==> src/rtl/wb_uart_initiator_if.sv <==
// Command, response and Wishbone pipelined-mode signals of the wbuart
// register-port initiator. The master modport is the initiator's view;
// the slave modport is the view of whatever sits around it (command
// source, response sink and the Wishbone responder).
interface wb_uart_initiator_if #(
  parameter int ADDR_W = 2,
  parameter int DATA_W = 32
);
  localparam int SEL_W = DATA_W / 8;

  // command channel
  logic              i_cmd_valid;
  logic              o_cmd_ready;
  logic              i_cmd_we;
  logic [ADDR_W-1:0] i_cmd_addr;
  logic [DATA_W-1:0] i_cmd_data;
  logic [SEL_W-1:0]  i_cmd_sel;

  // Wishbone initiator side
  logic              o_wb_cyc;
  logic              o_wb_stb;
  logic              o_wb_we;
  logic [ADDR_W-1:0] o_wb_addr;
  logic [DATA_W-1:0] o_wb_data;
  logic [SEL_W-1:0]  o_wb_sel;
  logic              i_wb_stall;
  logic              i_wb_ack;
  logic [DATA_W-1:0] i_wb_data;

  // response channel
  logic              o_rsp_valid;
  logic              i_rsp_ready;
  logic [DATA_W-1:0] o_rsp_data;
  logic              o_rsp_err;

  // status
  logic              o_busy;

  modport master (
    input  i_cmd_valid, i_cmd_we, i_cmd_addr, i_cmd_data, i_cmd_sel,
    output o_cmd_ready,
    output o_wb_cyc, o_wb_stb, o_wb_we, o_wb_addr, o_wb_data, o_wb_sel,
    input  i_wb_stall, i_wb_ack, i_wb_data,
    output o_rsp_valid, o_rsp_data, o_rsp_err,
    input  i_rsp_ready,
    output o_busy
  );

  modport slave (
    output i_cmd_valid, i_cmd_we, i_cmd_addr, i_cmd_data, i_cmd_sel,
    input  o_cmd_ready,
    input  o_wb_cyc, o_wb_stb, o_wb_we, o_wb_addr, o_wb_data, o_wb_sel,
    output i_wb_stall, i_wb_ack, i_wb_data,
    input  o_rsp_valid, o_rsp_data, o_rsp_err,
    output i_rsp_ready,
    input  o_busy
  );
endinterface

==> src/rtl/wb_uart_initiator.sv <==
// Single-outstanding Wishbone pipelined-mode initiator for the wbuart
// register port. One command in, one bus transaction, one response out.
// A transaction that sees no ack within TIMEOUT cycles of cyc rising is
// abandoned and reported with the error flag (TIMEOUT = 0 waits forever).
module wb_uart_initiator #(
  parameter int ADDR_W  = 2,
  parameter int DATA_W  = 32,
  parameter int TIMEOUT = 64
) (
  input  logic                  i_clk,
  input  logic                  i_reset,
  wb_uart_initiator_if.master   bus
);

  localparam int SEL_W = DATA_W / 8;
  localparam bit TO_EN = (TIMEOUT > 0);
  localparam int CNT_W = TO_EN ? $clog2(TIMEOUT + 1) : 1;
  localparam logic [CNT_W-1:0] CNT_MAX = '1;
  // Abort fires on the edge where the count would reach TIMEOUT, which is
  // exactly TIMEOUT edges after the one that raised cyc.
  localparam logic [CNT_W-1:0] TO_LAST = TO_EN ? CNT_W'(TIMEOUT - 1) : '0;

  typedef enum logic [1:0] {
    IDLE = 2'd0,
    REQ  = 2'd1,
    WAIT = 2'd2,
    RSP  = 2'd3
  } state_e;

  state_e            state_q, state_d;
  logic              cyc_q, cyc_d;
  logic              stb_q, stb_d;
  logic              we_q, we_d;
  logic [ADDR_W-1:0] addr_q, addr_d;
  logic [DATA_W-1:0] wdata_q, wdata_d;
  logic [SEL_W-1:0]  sel_q, sel_d;
  logic              rsp_valid_q, rsp_valid_d;
  logic [DATA_W-1:0] rsp_data_q, rsp_data_d;
  logic              rsp_err_q, rsp_err_d;
  logic [CNT_W-1:0]  cnt_q, cnt_d;

  logic              ack_ok;
  logic              timeout_hit;
  logic [CNT_W-1:0]  cnt_inc;
  logic [DATA_W-1:0] ack_data;

  // Saturating cycle counter so a disabled timeout can never wrap into a hit.
  assign cnt_inc     = (cnt_q == CNT_MAX) ? cnt_q : cnt_q + 1'b1;
  assign timeout_hit = TO_EN && (cnt_q >= TO_LAST);
  // Writes return zero data; reads return whatever the responder acked with.
  assign ack_data    = we_q ? '0 : bus.i_wb_data;
  // An ack only counts once the request has been taken (stall low) or later.
  assign ack_ok      = bus.i_wb_ack &&
                       ((state_q == WAIT) || (state_q == REQ && !bus.i_wb_stall));

  // State and output registers; async reset clears every output.
  always_ff @(posedge i_clk or posedge i_reset) begin
    if (i_reset) begin
      state_q     <= IDLE;
      cyc_q       <= 1'b0;
      stb_q       <= 1'b0;
      we_q        <= 1'b0;
      addr_q      <= '0;
      wdata_q     <= '0;
      sel_q       <= '0;
      rsp_valid_q <= 1'b0;
      rsp_data_q  <= '0;
      rsp_err_q   <= 1'b0;
      cnt_q       <= '0;
    end else begin
      state_q     <= state_d;
      cyc_q       <= cyc_d;
      stb_q       <= stb_d;
      we_q        <= we_d;
      addr_q      <= addr_d;
      wdata_q     <= wdata_d;
      sel_q       <= sel_d;
      rsp_valid_q <= rsp_valid_d;
      rsp_data_q  <= rsp_data_d;
      rsp_err_q   <= rsp_err_d;
      cnt_q       <= cnt_d;
    end
  end

  // Next-state and next-output logic for the transaction sequencer.
  always_comb begin
    state_d     = state_q;
    cyc_d       = cyc_q;
    stb_d       = stb_q;
    we_d        = we_q;
    addr_d      = addr_q;
    wdata_d     = wdata_q;
    sel_d       = sel_q;
    rsp_valid_d = rsp_valid_q;
    rsp_data_d  = rsp_data_q;
    rsp_err_d   = rsp_err_q;
    cnt_d       = cnt_q;

    unique case (state_q)
      IDLE: begin
        // cmd_ready is high in IDLE, so valid alone is the handshake.
        if (bus.i_cmd_valid) begin
          we_d    = bus.i_cmd_we;
          addr_d  = bus.i_cmd_addr;
          wdata_d = bus.i_cmd_data;
          sel_d   = bus.i_cmd_sel;
          cyc_d   = 1'b1;
          stb_d   = 1'b1;
          cnt_d   = '0;
          state_d = REQ;
        end
      end

      REQ, WAIT: begin
        cnt_d = cnt_inc;
        if (ack_ok) begin
          // Ack beats a timeout landing on the same edge.
          cyc_d       = 1'b0;
          stb_d       = 1'b0;
          rsp_valid_d = 1'b1;
          rsp_data_d  = ack_data;
          rsp_err_d   = 1'b0;
          state_d     = RSP;
        end else if (timeout_hit) begin
          cyc_d       = 1'b0;
          stb_d       = 1'b0;
          rsp_valid_d = 1'b1;
          rsp_data_d  = '0;
          rsp_err_d   = 1'b1;
          state_d     = RSP;
        end else if (state_q == REQ && !bus.i_wb_stall) begin
          // Request accepted; strobe drops, cycle held until ack.
          stb_d   = 1'b0;
          state_d = WAIT;
        end
      end

      RSP: begin
        // Response held stable until the consumer takes it.
        if (bus.i_rsp_ready) begin
          rsp_valid_d = 1'b0;
          state_d     = IDLE;
        end
      end

      default: state_d = IDLE;
    endcase
  end

  // Ready is forced low while reset is asserted so every output reads 0.
  assign bus.o_cmd_ready = (state_q == IDLE) && !i_reset;
  assign bus.o_busy      = (state_q != IDLE);
  assign bus.o_wb_cyc    = cyc_q;
  assign bus.o_wb_stb    = stb_q;
  assign bus.o_wb_we     = we_q;
  assign bus.o_wb_addr   = addr_q;
  assign bus.o_wb_data   = wdata_q;
  assign bus.o_wb_sel    = sel_q;
  assign bus.o_rsp_valid = rsp_valid_q;
  assign bus.o_rsp_data  = rsp_data_q;
  assign bus.o_rsp_err   = rsp_err_q;

endmodule

==> src/flat_wrapper.sv <==
// flat-port wrapper written by rule: the top's interface ports become plain ports
module wb_uart_initiator_flat 
#(
  parameter int ADDR_W  = 2,
  parameter int DATA_W  = 32,
  parameter int TIMEOUT = 64
)
  (i_clk, i_reset, bus_i_cmd_valid, bus_i_cmd_we, bus_i_cmd_addr, bus_i_cmd_data, bus_i_cmd_sel, bus_o_cmd_ready, bus_o_wb_cyc, bus_o_wb_stb, bus_o_wb_we, bus_o_wb_addr, bus_o_wb_data, bus_o_wb_sel, bus_i_wb_stall, bus_i_wb_ack, bus_i_wb_data, bus_o_rsp_valid, bus_o_rsp_data, bus_o_rsp_err, bus_i_rsp_ready, bus_o_busy);
  wb_uart_initiator_if #(.ADDR_W(ADDR_W), .DATA_W(DATA_W)) bus_i ();
  input  logic i_clk;
  input  logic i_reset;
  input wire logic [$bits(bus_i.i_cmd_valid)-1:0] bus_i_cmd_valid;
  input wire logic [$bits(bus_i.i_cmd_we)-1:0] bus_i_cmd_we;
  input wire logic [$bits(bus_i.i_cmd_addr)-1:0] bus_i_cmd_addr;
  input wire logic [$bits(bus_i.i_cmd_data)-1:0] bus_i_cmd_data;
  input wire logic [$bits(bus_i.i_cmd_sel)-1:0] bus_i_cmd_sel;
  output wire logic [$bits(bus_i.o_cmd_ready)-1:0] bus_o_cmd_ready;
  output wire logic [$bits(bus_i.o_wb_cyc)-1:0] bus_o_wb_cyc;
  output wire logic [$bits(bus_i.o_wb_stb)-1:0] bus_o_wb_stb;
  output wire logic [$bits(bus_i.o_wb_we)-1:0] bus_o_wb_we;
  output wire logic [$bits(bus_i.o_wb_addr)-1:0] bus_o_wb_addr;
  output wire logic [$bits(bus_i.o_wb_data)-1:0] bus_o_wb_data;
  output wire logic [$bits(bus_i.o_wb_sel)-1:0] bus_o_wb_sel;
  input wire logic [$bits(bus_i.i_wb_stall)-1:0] bus_i_wb_stall;
  input wire logic [$bits(bus_i.i_wb_ack)-1:0] bus_i_wb_ack;
  input wire logic [$bits(bus_i.i_wb_data)-1:0] bus_i_wb_data;
  output wire logic [$bits(bus_i.o_rsp_valid)-1:0] bus_o_rsp_valid;
  output wire logic [$bits(bus_i.o_rsp_data)-1:0] bus_o_rsp_data;
  output wire logic [$bits(bus_i.o_rsp_err)-1:0] bus_o_rsp_err;
  input wire logic [$bits(bus_i.i_rsp_ready)-1:0] bus_i_rsp_ready;
  output wire logic [$bits(bus_i.o_busy)-1:0] bus_o_busy;
  assign bus_i.i_cmd_valid = bus_i_cmd_valid;
  assign bus_i.i_cmd_we = bus_i_cmd_we;
  assign bus_i.i_cmd_addr = bus_i_cmd_addr;
  assign bus_i.i_cmd_data = bus_i_cmd_data;
  assign bus_i.i_cmd_sel = bus_i_cmd_sel;
  assign bus_o_cmd_ready = bus_i.o_cmd_ready;
  assign bus_o_wb_cyc = bus_i.o_wb_cyc;
  assign bus_o_wb_stb = bus_i.o_wb_stb;
  assign bus_o_wb_we = bus_i.o_wb_we;
  assign bus_o_wb_addr = bus_i.o_wb_addr;
  assign bus_o_wb_data = bus_i.o_wb_data;
  assign bus_o_wb_sel = bus_i.o_wb_sel;
  assign bus_i.i_wb_stall = bus_i_wb_stall;
  assign bus_i.i_wb_ack = bus_i_wb_ack;
  assign bus_i.i_wb_data = bus_i_wb_data;
  assign bus_o_rsp_valid = bus_i.o_rsp_valid;
  assign bus_o_rsp_data = bus_i.o_rsp_data;
  assign bus_o_rsp_err = bus_i.o_rsp_err;
  assign bus_i.i_rsp_ready = bus_i_rsp_ready;
  assign bus_o_busy = bus_i.o_busy;
  wb_uart_initiator #(.ADDR_W(ADDR_W), .DATA_W(DATA_W), .TIMEOUT(TIMEOUT)) u_core (.i_clk(i_clk), .i_reset(i_reset), .bus(bus_i));
endmodule
==> config.mk <==
export PLATFORM = sky130hd
export DESIGN_NAME = wb_uart_initiator_flat
export DESIGN_NICKNAME = d
export VERILOG_FILES = /design/src/rtl/wb_uart_initiator_if.sv /design/src/rtl/wb_uart_initiator.sv /design/src/flat_wrapper.sv
export SDC_FILE = /design/constraint.sdc
export NUM_CORES = 1
export LEC_CHECK = 0
export ABC_AREA = 1
export CAP_MARGIN = 10
export CORE_UTILIZATION = 37
export DETAILED_ROUTE_END_ITERATION = 10
export PLACE_DENSITY = 0.71
export SLEW_MARGIN = 20
export SYNTH_ARGS = -nofsm -noshare
export SYNTH_HDL_FRONTEND = slang
export SYNTH_SLANG_ARGS = --single-unit
==> constraint.sdc <==
create_clock -name i_clk -period 3.4 [get_ports i_clk]
set_clock_uncertainty 0.05 [all_clocks]
set_input_delay 1.02 -clock i_clk [delete_from_list [all_inputs] [get_ports i_clk]]
set_output_delay 1.02 -clock i_clk [all_outputs]
set_load 0.005 [all_outputs]
==> key figures <==
Floorplan
  – Die H: 101 um
  – Core box area: 9330 um2
  – Die width: approximately 100 um
  – I/O pins: 154
  – Die footprint: 10100 um2
  – Starting Density: 0.386
  – Row cnt: 35

CTS
  – CTS Hold Bufs: 0
  – Clk slew on worst S/H paths: 70 ps
  – Clk buf depth: 2
  – Clock sink total: 84
  – Post-CTS Setup Inserts: 0
  – Root Buffer Master: clkbuf_8
  – CTS tree: built
  – H-tree levels: 3
  – Worst skew pair latency: 340 ps
  – PostCTS Resize Cnt: 0
  – TritonCTS Buffers: 9

Logic synthesis
  – Number of synthesized register bits: 84
  – Yosys top cell by area: dfrtp_1
  – Yosys top cell area share: 0.584
  – FFs w/ async S/R, synth: 1.00
  – Net Count, Synth: 417
  – Synth Area per Inst: 10.8 um2
  – Prevailing post-synth register cell: dfrtp_1
  – Yosys warns: 0
  – Post-Syn Instances: 334
  – Synth area leaders: dfrtp_1, mux2_2, nand2_1, o21ai_2, o21ai_1
  – Number of synthesized flops with an enable pin: 0
  – Seq/Total Area, Yosys: 0.584
  – Synthesized area: around 3600 um2
  – Netlist cell types: 24

Final layout
  – Post-Layout Cell Count: 621
  – Synth-to-Final Area Change: 52.0%
  – Ant diodes: 0
  – Nets: 571
  – Fillers: approximately 840
  – Flip-flop and latch area: 2100 um2
  – Area of the multi-input gates: 1340 um2
  – Share of post-route cells with drive strength above 1: 0.167

Setup path
  – Critical Path Start Type: input port
  – Crit Path Max Fanout: 2
  – CP arrival: 2070 ps
  – CP required: approximately 2300 ps
  – Reg2reg start: u_core.state_q[0]
  – Critical Path Sink Type: output pin
  – Worst Setup SP: i_reset
  – Crit Path Class: in -> out

Worst hold path
  – Worst hold path type: reg -> reg
  – Hold_sp: u_core.bus.o_rsp_err

STA
  – Fmax: 0.319 GHz
  – Final TNS setup: 0 ps
  – Final Critical Period: 3140 ps
  – Setup-failing EPs final: 0
  – Slew at the pin closest to its max-slew limit: 637 ps
  – Count of final max-slew check failures: 0
  – Final Hold Viols: 0
  – Max_slew headroom: 0.575
  – Unrepaired setup endpoints after global routing: false
  – Final worst-path cycle share: 0.923

GRT
  – First-pass GRT wire length: ~13000 um
  – Number of global-route vias before repair: approximately 2.8k
  – Global route overflow: 0
  – Initial antenna violation count: 0
  – Largest net degree at the start of global routing: 67
  – Total GRT Usage: 0.167

Place
  – RePlAce Congestion: 0.789
  – Detailed placement HPWL: between 5000 and 6000 um
  – Port Buffers: 153
  – Placed cell count: 606

Run status
  – Status: completed

Route
  – Final antenna-violating net count: 0
  – DRT Pass-1 Iters: 5
  – DRT iter0 DRCs: 71
  – Post-Route WL: 8260 um
  – Vias: 2842
  – Vias per cell: 4.58
  – DRC viols: 0
  – DR WL/cell: 13.3 um

Power and ir drop
  – Leak: 2.34 nW
  – Maximum vdd drop: between 0.3 and 0.4 mV
  – Total power divided by cell area: 872 nW/um2

Run
  – Max Cap Violations: 0
-- through the flow --
| stage | power [mW] | util | hold slack [ps] | cell area (um2) | setup slack (ps) |
|---|---|---|---|---|---|
| after detailed placement | 4.04 | 0.564 | 416 | 5260 | 267 |
| after global routing | 5.13 | 0.587 | 466 | 5470 | 205 |
| after CTS | 4.83 | 0.587 | 438 | 5470 | 254 |
| after global placement | 3.98 | 0.564 | 413 | 5260 | 255 |
| final | 4.77 | 0.587 | 432 | 5470 | 263 |
| after floorplan | 2.83 | - | 403 | 3600 | 165 |
-- routing by layer --
layer	up-vias	global-route usage	part of all wire
met5	-	0	0
met4	0	0.0836	0.019
met3	15	0.0388	0.059
met2	97	0.262	0.47
met1	1342	0.217	0.46
li1	1388	-	-
-- flip-flops by register name, summed over array words and instances (netlist names) --
| signal | count |
|---|---|
| u_core.bus.o_wb_stb | 1 |
| u_core.bus.o_rsp_valid | 1 |
| u_core.state_q | 2 |
| u_core.bus.o_wb_cyc | 1 |
| u_core.cnt_q | 7 |
| u_core.bus.o_wb_data | 32 |
| u_core.bus.o_wb_sel | 4 |
| u_core.bus.o_wb_we | 1 |
| u_core.bus.o_wb_addr | 2 |
| u_core.bus.o_rsp_err | 1 |
| u_core.bus.o_rsp_data | 32 |
-- synth_stat cells (2+ instances only) --
cell / n
ha_1: 6
a21oi_1: 4
o21ai_0: 4
nand4_1: 2
buf_6: 5
o21ai_1: 19
o21ai_2: 14
nand2_1: 104
mux2_2: 39
buf_2: 8
dfrtp_1: 84
nor2_1: 9
nand3_1: 5
o31ai_1: 2
inv_1: 16
xnor2_1: 2
nand2_2: 4
-- power by group --
part | total (mW) | internal [mW] | switching (mW)
clock network | 0.776 | 0.430 | 0.345
registers | 1.73 | 1.48 | 0.255
logic | 2.27 | 1.33 | 0.937
total | 4.77 | 3.24 | 1.54
-- path summary, 6_finish.rpt --
check / cells past startpoint / endpoint / slack (ps)
worst max-delay path: 3 / bus_o_cmd_ready / 260
worst min-delay path: 2 / u_core.bus.o_rsp_err / 430
worst max register to register: 8 / u_core.cnt_q[0] / 1260
worst min register to register: 2 / u_core.bus.o_rsp_err / 430
max in group asynchronous: 3 / u_core.bus.o_wb_sel[3] / 1640
min in group asynchronous: 2 / u_core.bus.o_wb_cyc / 1030
-- kinds of logic (layout without fill, tap and decap cells) --
kind of cell | after synthesis | in the layout | synth area share
buffers and inverters | 32 | 190 | 0.0479
adder cells (fa/ha/maj) | 6 | 6 | 0.0208
multiplexers | 39 | 39 | 0.122
AND/OR/NAND/NOR | 126 | 126 | 0.140
AO/OA/AOI/OAI | 44 | 44 | 0.0782
flip-flops | 84 | 84 | 0.584
XOR/XNOR | 3 | 3 | 0.00730
-- final cells by class --
type                            instances  share of cell area
Clock inverter                          4              0.0135
Clock buffer                           11              0.0258
Sequential cell                        84               0.384
Inverter                               17              0.0119
Tap cell                              129              0.0295
Timing Repair Buffer                  158               0.291
Multi-Input combinational cell        218               0.244
-- cell usage in the layout, fill, tap and decap left out, drive strengths merged --
| cell type | synthesis | layout |
|---|---|---|
| clkdlybuf4s50 | 0 | 153 |
| nand2 | 108 | 108 |
| dfrtp | 84 | 84 |
| mux2 | 39 | 39 |
| o21ai | 37 | 37 |
| inv | 17 | 16 |
| clkbuf | 1 | 11 |
| nor2 | 11 | 11 |
| ha | 6 | 6 |
| nand3 | 5 | 5 |
| a21oi | 5 | 5 |
| buf | 14 | 5 |
| clkinv | 0 | 3 |
| nand4 | 2 | 2 |
| xnor2 | 2 | 2 |
| o31ai | 2 | 2 |
| bufinv | 0 | 2 |
| xor2 | 1 | 1 |
-- worst max-delay path, cell delays in order --
cell	delay, ps
clkdlybuf4s50_1	430
nor2_1	110
clkdlybuf4s50_1	500
Power figures use the tool's default switching activity.
